===== config.mk =====
export PLATFORM = sky130hd
export DESIGN_NAME = multicycle_controller
export DESIGN_NICKNAME = d
export VERILOG_FILES = /design/src/rtl/multicycle_controller_pkg.sv /design/src/rtl/alu_decoder.sv /design/src/rtl/multicycle_controller.sv
export SDC_FILE = /design/constraint.sdc
export NUM_CORES = 1
export LEC_CHECK = 0
export ABC_AREA = 0
export CAP_MARGIN = 20
export CORE_MARGIN = 1.5
export CORE_UTILIZATION = 48
export CTS_CLUSTER_SIZE = 16
export DETAILED_ROUTE_END_ITERATION = 8
export GPL_ROUTABILITY_DRIVEN = 1
export PLACE_DENSITY = 0.83
export SLEW_MARGIN = 20
export SYNTH_ARGS = -nofsm -noshare
export SYNTH_HDL_FRONTEND = slang
export SYNTH_SLANG_ARGS = --single-unit

===== constraint.sdc =====
create_clock -name clk -period 4.4 [get_ports clk]
set_input_delay 0.66 -clock clk [delete_from_list [all_inputs] [get_ports clk]]
set_output_delay 0.66 -clock clk [all_outputs]
set_load 0.05 [all_outputs]

===== src/rtl/multicycle_controller_pkg.sv =====
// Shared encodings for the multicycle RV32I control unit: opcodes, immediate formats,
// ALU controls, FSM states and the per-state control word.
package multicycle_controller_pkg;

   localparam int STATE_BITS = 4;

   localparam logic [6:0] OP_LOAD   = 7'b0000011;
   localparam logic [6:0] OP_STORE  = 7'b0100011;
   localparam logic [6:0] OP_R      = 7'b0110011;
   localparam logic [6:0] OP_I      = 7'b0010011;
   localparam logic [6:0] OP_BRANCH = 7'b1100011;
   localparam logic [6:0] OP_JAL    = 7'b1101111;

   localparam logic [1:0] IMM_I = 2'b00;
   localparam logic [1:0] IMM_S = 2'b01;
   localparam logic [1:0] IMM_B = 2'b10;
   localparam logic [1:0] IMM_J = 2'b11;

   localparam logic [2:0] ALU_ADD = 3'b000;
   localparam logic [2:0] ALU_SUB = 3'b001;
   localparam logic [2:0] ALU_AND = 3'b010;
   localparam logic [2:0] ALU_OR  = 3'b011;
   localparam logic [2:0] ALU_SLT = 3'b101;

   typedef enum logic [1:0] {
      ALUOP_ADD   = 2'b00,
      ALUOP_SUB   = 2'b01,
      ALUOP_FUNCT = 2'b10
   } aluop_t;

   localparam logic [1:0] RES_ALUOUT    = 2'b00;
   localparam logic [1:0] RES_DATA      = 2'b01;
   localparam logic [1:0] RES_ALURESULT = 2'b10;
   localparam logic [1:0] SRCA_PC       = 2'b00;
   localparam logic [1:0] SRCA_OLDPC    = 2'b01;
   localparam logic [1:0] SRCA_RS1      = 2'b10;
   localparam logic [1:0] SRCB_RS2      = 2'b00;
   localparam logic [1:0] SRCB_IMM      = 2'b01;
   localparam logic [1:0] SRCB_FOUR     = 2'b10;

   typedef enum logic [STATE_BITS-1:0] {
      S_FETCH, S_DECODE, S_MEMADR, S_MEMREAD, S_MEMWB, S_MEMWRITE,
      S_EXECUTER, S_EXECUTEI, S_ALUWB, S_BEQ, S_JAL, S_ILLEGAL
   } state_t;

   typedef struct packed {
      logic       fetch;
      logic       pcupdate;
      logic       branch;
      logic       adrsrc;
      logic       memwrite;
      logic       regwrite;
      logic       illegal;
      logic [1:0] resultsrc;
      logic [1:0] alusrca;
      logic [1:0] alusrcb;
      aluop_t     aluop;
   } ctrl_t;

   // Moore control word for a state; anything not listed stays 0 / ALUOut / PC / rs2 / add.
   function automatic ctrl_t state_ctrl(state_t s);
      ctrl_t c;
      c = '0;
      case (s)
         S_FETCH:    begin c.fetch = 1'b1; c.alusrcb = SRCB_FOUR; c.resultsrc = RES_ALURESULT; end
         S_DECODE:   begin c.alusrca = SRCA_OLDPC; c.alusrcb = SRCB_IMM; end
         S_MEMADR:   begin c.alusrca = SRCA_RS1; c.alusrcb = SRCB_IMM; end
         S_MEMREAD:  c.adrsrc = 1'b1;
         S_MEMWB:    begin c.resultsrc = RES_DATA; c.regwrite = 1'b1; end
         S_MEMWRITE: begin c.adrsrc = 1'b1; c.memwrite = 1'b1; end
         S_EXECUTER: begin c.alusrca = SRCA_RS1; c.aluop = ALUOP_FUNCT; end
         S_EXECUTEI: begin c.alusrca = SRCA_RS1; c.alusrcb = SRCB_IMM; c.aluop = ALUOP_FUNCT; end
         S_ALUWB:    c.regwrite = 1'b1;
         S_BEQ:      begin c.alusrca = SRCA_RS1; c.aluop = ALUOP_SUB; c.branch = 1'b1; end
         S_JAL:      begin c.alusrca = SRCA_OLDPC; c.alusrcb = SRCB_FOUR; c.pcupdate = 1'b1; end
         S_ILLEGAL:  c.illegal = 1'b1;
         default:    ;
      endcase
      return c;
   endfunction

endpackage


===== src/rtl/alu_decoder.sv =====
// ALU decoder: maps aluop and the instruction function fields to the ALU operation.
module alu_decoder
   import multicycle_controller_pkg::*;
(
   input  aluop_t     aluop,
   input  logic [2:0] funct3,
   input  logic       op5,
   input  logic       funct7b5,
   output logic [2:0] alucontrol
);

   always_comb begin
      // NOTE: default first so every path assigns alucontrol and no latch is inferred.
      alucontrol = ALU_ADD;
      case (aluop)
         ALUOP_SUB: alucontrol = ALU_SUB;
         ALUOP_FUNCT: begin
            case (funct3)
               // Only R-type (op5=1) can subtract; addi with instr[30] set is still an add.
               3'b000:  alucontrol = (op5 & funct7b5) ? ALU_SUB : ALU_ADD;
               3'b010:  alucontrol = ALU_SLT;
               3'b110:  alucontrol = ALU_OR;
               3'b111:  alucontrol = ALU_AND;
               default: alucontrol = ALU_ADD;
            endcase
         end
         default: alucontrol = ALU_ADD;
      endcase
   end

endmodule


===== src/rtl/multicycle_controller.sv =====
// Main control FSM of the multicycle RV32I core: steps the shared ALU, memory port,
// instruction register and register file through each instruction.
module multicycle_controller
   import multicycle_controller_pkg::*;
#(
   parameter int STATE_W = 4
) (
   input  logic       clk,
   input  logic       rst_n,
   input  logic [6:0] op,
   input  logic [2:0] funct3,
   input  logic       funct7b5,
   input  logic       zero,
   input  logic       mem_ready,
   output logic       pcwrite,
   output logic       adrsrc,
   output logic       memwrite,
   output logic       irwrite,
   output logic [1:0] resultsrc,
   output logic [1:0] alusrca,
   output logic [1:0] alusrcb,
   output logic [2:0] alucontrol,
   output logic [1:0] immsrc,
   output logic       regwrite,
   output logic       illegal_instr
);

   logic [STATE_W-1:0] state;
   state_t             cur;
   state_t             nxt;
   ctrl_t              ctrl;

   assign cur = state_t'(state);

   always_comb begin
      nxt = S_FETCH;
      case (cur)
         S_FETCH:   nxt = mem_ready ? S_DECODE : S_FETCH;
         S_DECODE: begin
            case (op)
               OP_LOAD, OP_STORE: nxt = S_MEMADR;
               OP_R:              nxt = S_EXECUTER;
               OP_I:              nxt = S_EXECUTEI;
               OP_BRANCH:         nxt = S_BEQ;
               OP_JAL:            nxt = S_JAL;
               default:           nxt = S_ILLEGAL;
            endcase
         end
         S_MEMADR:   nxt = op[5] ? S_MEMWRITE : S_MEMREAD;
         S_MEMREAD:  nxt = mem_ready ? S_MEMWB : S_MEMREAD;
         S_MEMWRITE: nxt = mem_ready ? S_FETCH : S_MEMWRITE;
         S_EXECUTER, S_EXECUTEI, S_JAL: nxt = S_ALUWB;
         default:    nxt = S_FETCH;
      endcase
   end

   // The control word is registered alongside the state, so it always matches the current state.
   always_ff @(posedge clk or negedge rst_n) begin
      if (!rst_n) begin
         // NOTE: sequential state uses non-blocking assignments so all flops update together.
         state <= STATE_W'(S_FETCH);
         ctrl  <= state_ctrl(S_FETCH);
      end else begin
         state <= STATE_W'(nxt);
         ctrl  <= state_ctrl(nxt);
      end
   end

   // The fetch strobes follow mem_ready directly and are held off while reset is asserted.
   assign irwrite       = ctrl.fetch & mem_ready & rst_n;
   assign pcwrite       = ctrl.pcupdate | irwrite | (ctrl.branch & zero);
   assign adrsrc        = ctrl.adrsrc;
   assign memwrite      = ctrl.memwrite;
   assign regwrite      = ctrl.regwrite;
   assign illegal_instr = ctrl.illegal;
   assign resultsrc     = ctrl.resultsrc;
   assign alusrca       = ctrl.alusrca;
   assign alusrcb       = ctrl.alusrcb;

   always_comb begin
      case (op)
         OP_STORE:  immsrc = IMM_S;
         OP_BRANCH: immsrc = IMM_B;
         OP_JAL:    immsrc = IMM_J;
         default:   immsrc = IMM_I;
      endcase
   end

   alu_decoder u_alu_decoder (
      .aluop      (ctrl.aluop),
      .funct3     (funct3),
      .op5        (op[5]),
      .funct7b5   (funct7b5),
      .alucontrol (alucontrol)
   );

endmodule


==> results.cfg <==
[clock_tree]
cts_htree_levels = 1
cts_tree = done
post-cts-setup-buffers = 0
cts.sinks = 19
clk_latency_ns = 0.29
numCtsBuffers = 3
post_cts_resized = 0
hold_buffers = 0
cts_max_path_buffers = 2
clk_pin_slew_ns = 0.10
cts_root_buf = clkbuf_4

[timing]
fmaxAchievable_ghz = 0.286
rsz0062_at_grt = no
slew_viol_final = 0
finalWorstSetupSlack_ns = 0.902
slew_headroom = 0.618
finalCritPeriodShare = 0.795
layout_min_cycle_time_ns = 3.50
hold_viol = 0
worst_pin_slew_ns = 0.572
setup_tns_ns = 0
setup_viol = 0
fin_skew_ns = 0.00832

[detailed_routing]
route.detailed.drc = 0
wl_per_cell_um = 13.8
antenna_left = 0
firstDrtPassIters = 4
wirelength_um = 2090
initialDrtViolationCount = 15
via_per_inst = 5.34
num_vias = 807

[die]
io_pins = 32
row_count = 16
die_h_um = 48.2
initial_core_util = 0.505
design.core.area_um2 = 1940
die_w_um = 48.2
die_area_um2 = 2320

[layout]
nFillCells = 180
final_common_cell = clkdlybuf4s50_1
final_cell_mix = 31 x clkdlybuf4s50_1, 16 x dfrtp_1, 7 x nor2_1, 6 x inv_1, 5 x nand2_1
layout.nets = 142
seqCellArea_um2 = 479
syn_to_final_growth_pct = 33.0
insertedDiodeCount = 0
drive_gt1_frac = 0.121
multi_input_area_um2 = 422

[logic_synthesis]
syn_nets = 113
ys_async_sr_fraction = 1.00
synth.top_cell.area_share = 0.408
synth_cells = 96
synth_area_per_cell_um2 = 10.2
ys_types = 40
synthTopCellsByArea = dfrtp_1 41%, dfstp_2 8.0%, buf_4 4.6%
ys_seq_area_frac = 0.489
yosys_most_used_dff = dfrtp_1
ys_warn_count = 0
yosysTopAreaCell = dfrtp_1
synth-edff-count = 0
synth_seq_cells = 19
netlist_area_um2 = 981

[flow_run]
drv_cap = 0

[grt]
grt_pass1_vias = 709
overflow = 0
grt_max_degree = 21
grt_use_total = 0.193
antenna_found_initial = 0
grt_pass1_wl_um = 3080

[critical_path]
worstSetupEndpointType = output pin
timing.rr.end = alusrcb[0]
startpoint = op[2]
cp.required_ns = 3.74
crit_path_start_kind = primary input
crit_type = primary input to output pin
cp_max_fo = 6
reg2reg_from = cur[1]
reg2reg_slack_ns = 2.57
r2r_cells = 6
crit_end = immsrc[0]
crit_arrival_ns = 2.84

[place]
dp_slack_ns = 0.930
place.gp.congestion = 0.837
dp_hpwl_um = 1660
io_buffers = 31

[power]
cellLeakagePower_nw = 0.557
switchingPower_mw = 0.348
powerDensity_nw_per_um2 = 595
combPwrFrac = 0.539
vdd_ir_drop_max_uv = 444
p_total_mw = 0.776
internal_power_mw = 0.429
p_sw_frac = 0.448
clockPowerShare = 0.109
seq_power_share = 0.351

[run_status]
status = finished, final reports clean

[hold_path]
hold_path_class = flip-flop to flip-flop
-- kinds of logic after synthesis --
family          share of synthesized area
flops                               0.489
buf+inv                            0.0816
simple gates                        0.250
mux                                0.0217
compound gates                      0.133
fa+ha+maj                          0.0255
-- synth_stat cells, types with 2 or more instances --
cell	number
nand2b_1	2
dfstp_2	3
nand2_1	5
and3_1	3
inv_1	6
dfrtp_1	16
nor2_1	7
or3b_2	3
nand3_1	3
nor4_1	3
a31oi_1	4
ha_1	2
nor3b_1	4
a21oi_1	2
o21ai_0	2
buf_4	6
or3_1	2
-- layout make-up --
| class | instances | share of cell area |
|---|---|---|
| repair buffers | 32 | 0.244 |
| multi-input cells | 62 | 0.323 |
| inverters | 7 | 0.0201 |
| flip-flops and latches | 19 | 0.367 |
| clock buffers | 4 | 0.0201 |
| well taps | 27 | 0.0259 |
-- layer usage --
metal,wire [um],global-route usage,up-vias
met3,95,0.0333,0
met1,872,0.247,392
met5,0,0,-
li1,-,-,396
met4,0,0.0324,0
met2,1120,0.345,19
-- worst min path at each step --
| stage | slack [ns] | start | cells after the start | end |
|---|---|---|---|---|
| CTS | 0.64 | cur[3] | 1 | adrsrc |
| global placement | 0.59 | cur[3] | 1 | adrsrc |
| detailed placement | 0.63 | cur[3] | 1 | adrsrc |
| finish | 0.63 | cur[3] | 1 | adrsrc |
| floorplan | 0.36 | rst_n | 0 | adrsrc |
| global route | 0.69 | cur[3] | 1 | adrsrc |
-- through the flow --
stage / hold WS (ns) / area (um^2) / instances / util
final: 0.635 / 1310 / 151 / 0.672
after global routing: 0.690 / 1310 / 151 / 0.672
after CTS: 0.640 / 1310 / 151 / 0.672
after detailed placement: 0.629 / 1280 / 147 / 0.659
after global placement: 0.591 / 1280 / 147 / 0.659
after floorplan: 0.364 / 981 / 96 / -
-- power by group through the flow --
stage	Sequential (mW)	Clock, mW	Combinational (mW)
detailed placement	0.275	0	0.419
global route	0.279	0.0936	0.456
finish	0.273	0.0849	0.419
global placement	0.272	0	0.412
floorplan	0.295	0	0.297
CTS	0.272	0.0879	0.420
-- critical path, stage by stage --
cell and delay (ns):
clkdlybuf4s50_1 0.45, or2_0 0.33, or3_1 0.37, o21ai_0 0.19, clkdlybuf4s50_1 0.83
-- sequential cells by signal (all words and copies together), names as in the netlist --
register and cells:
adrsrc 1, alusrcb 2, regwrite 1, cur 4, alusrca 2, illegal_instr 1
ctrl 5, memwrite 1, resultsrc 2
No activity file was read; power rests on OpenSTA's default activity.
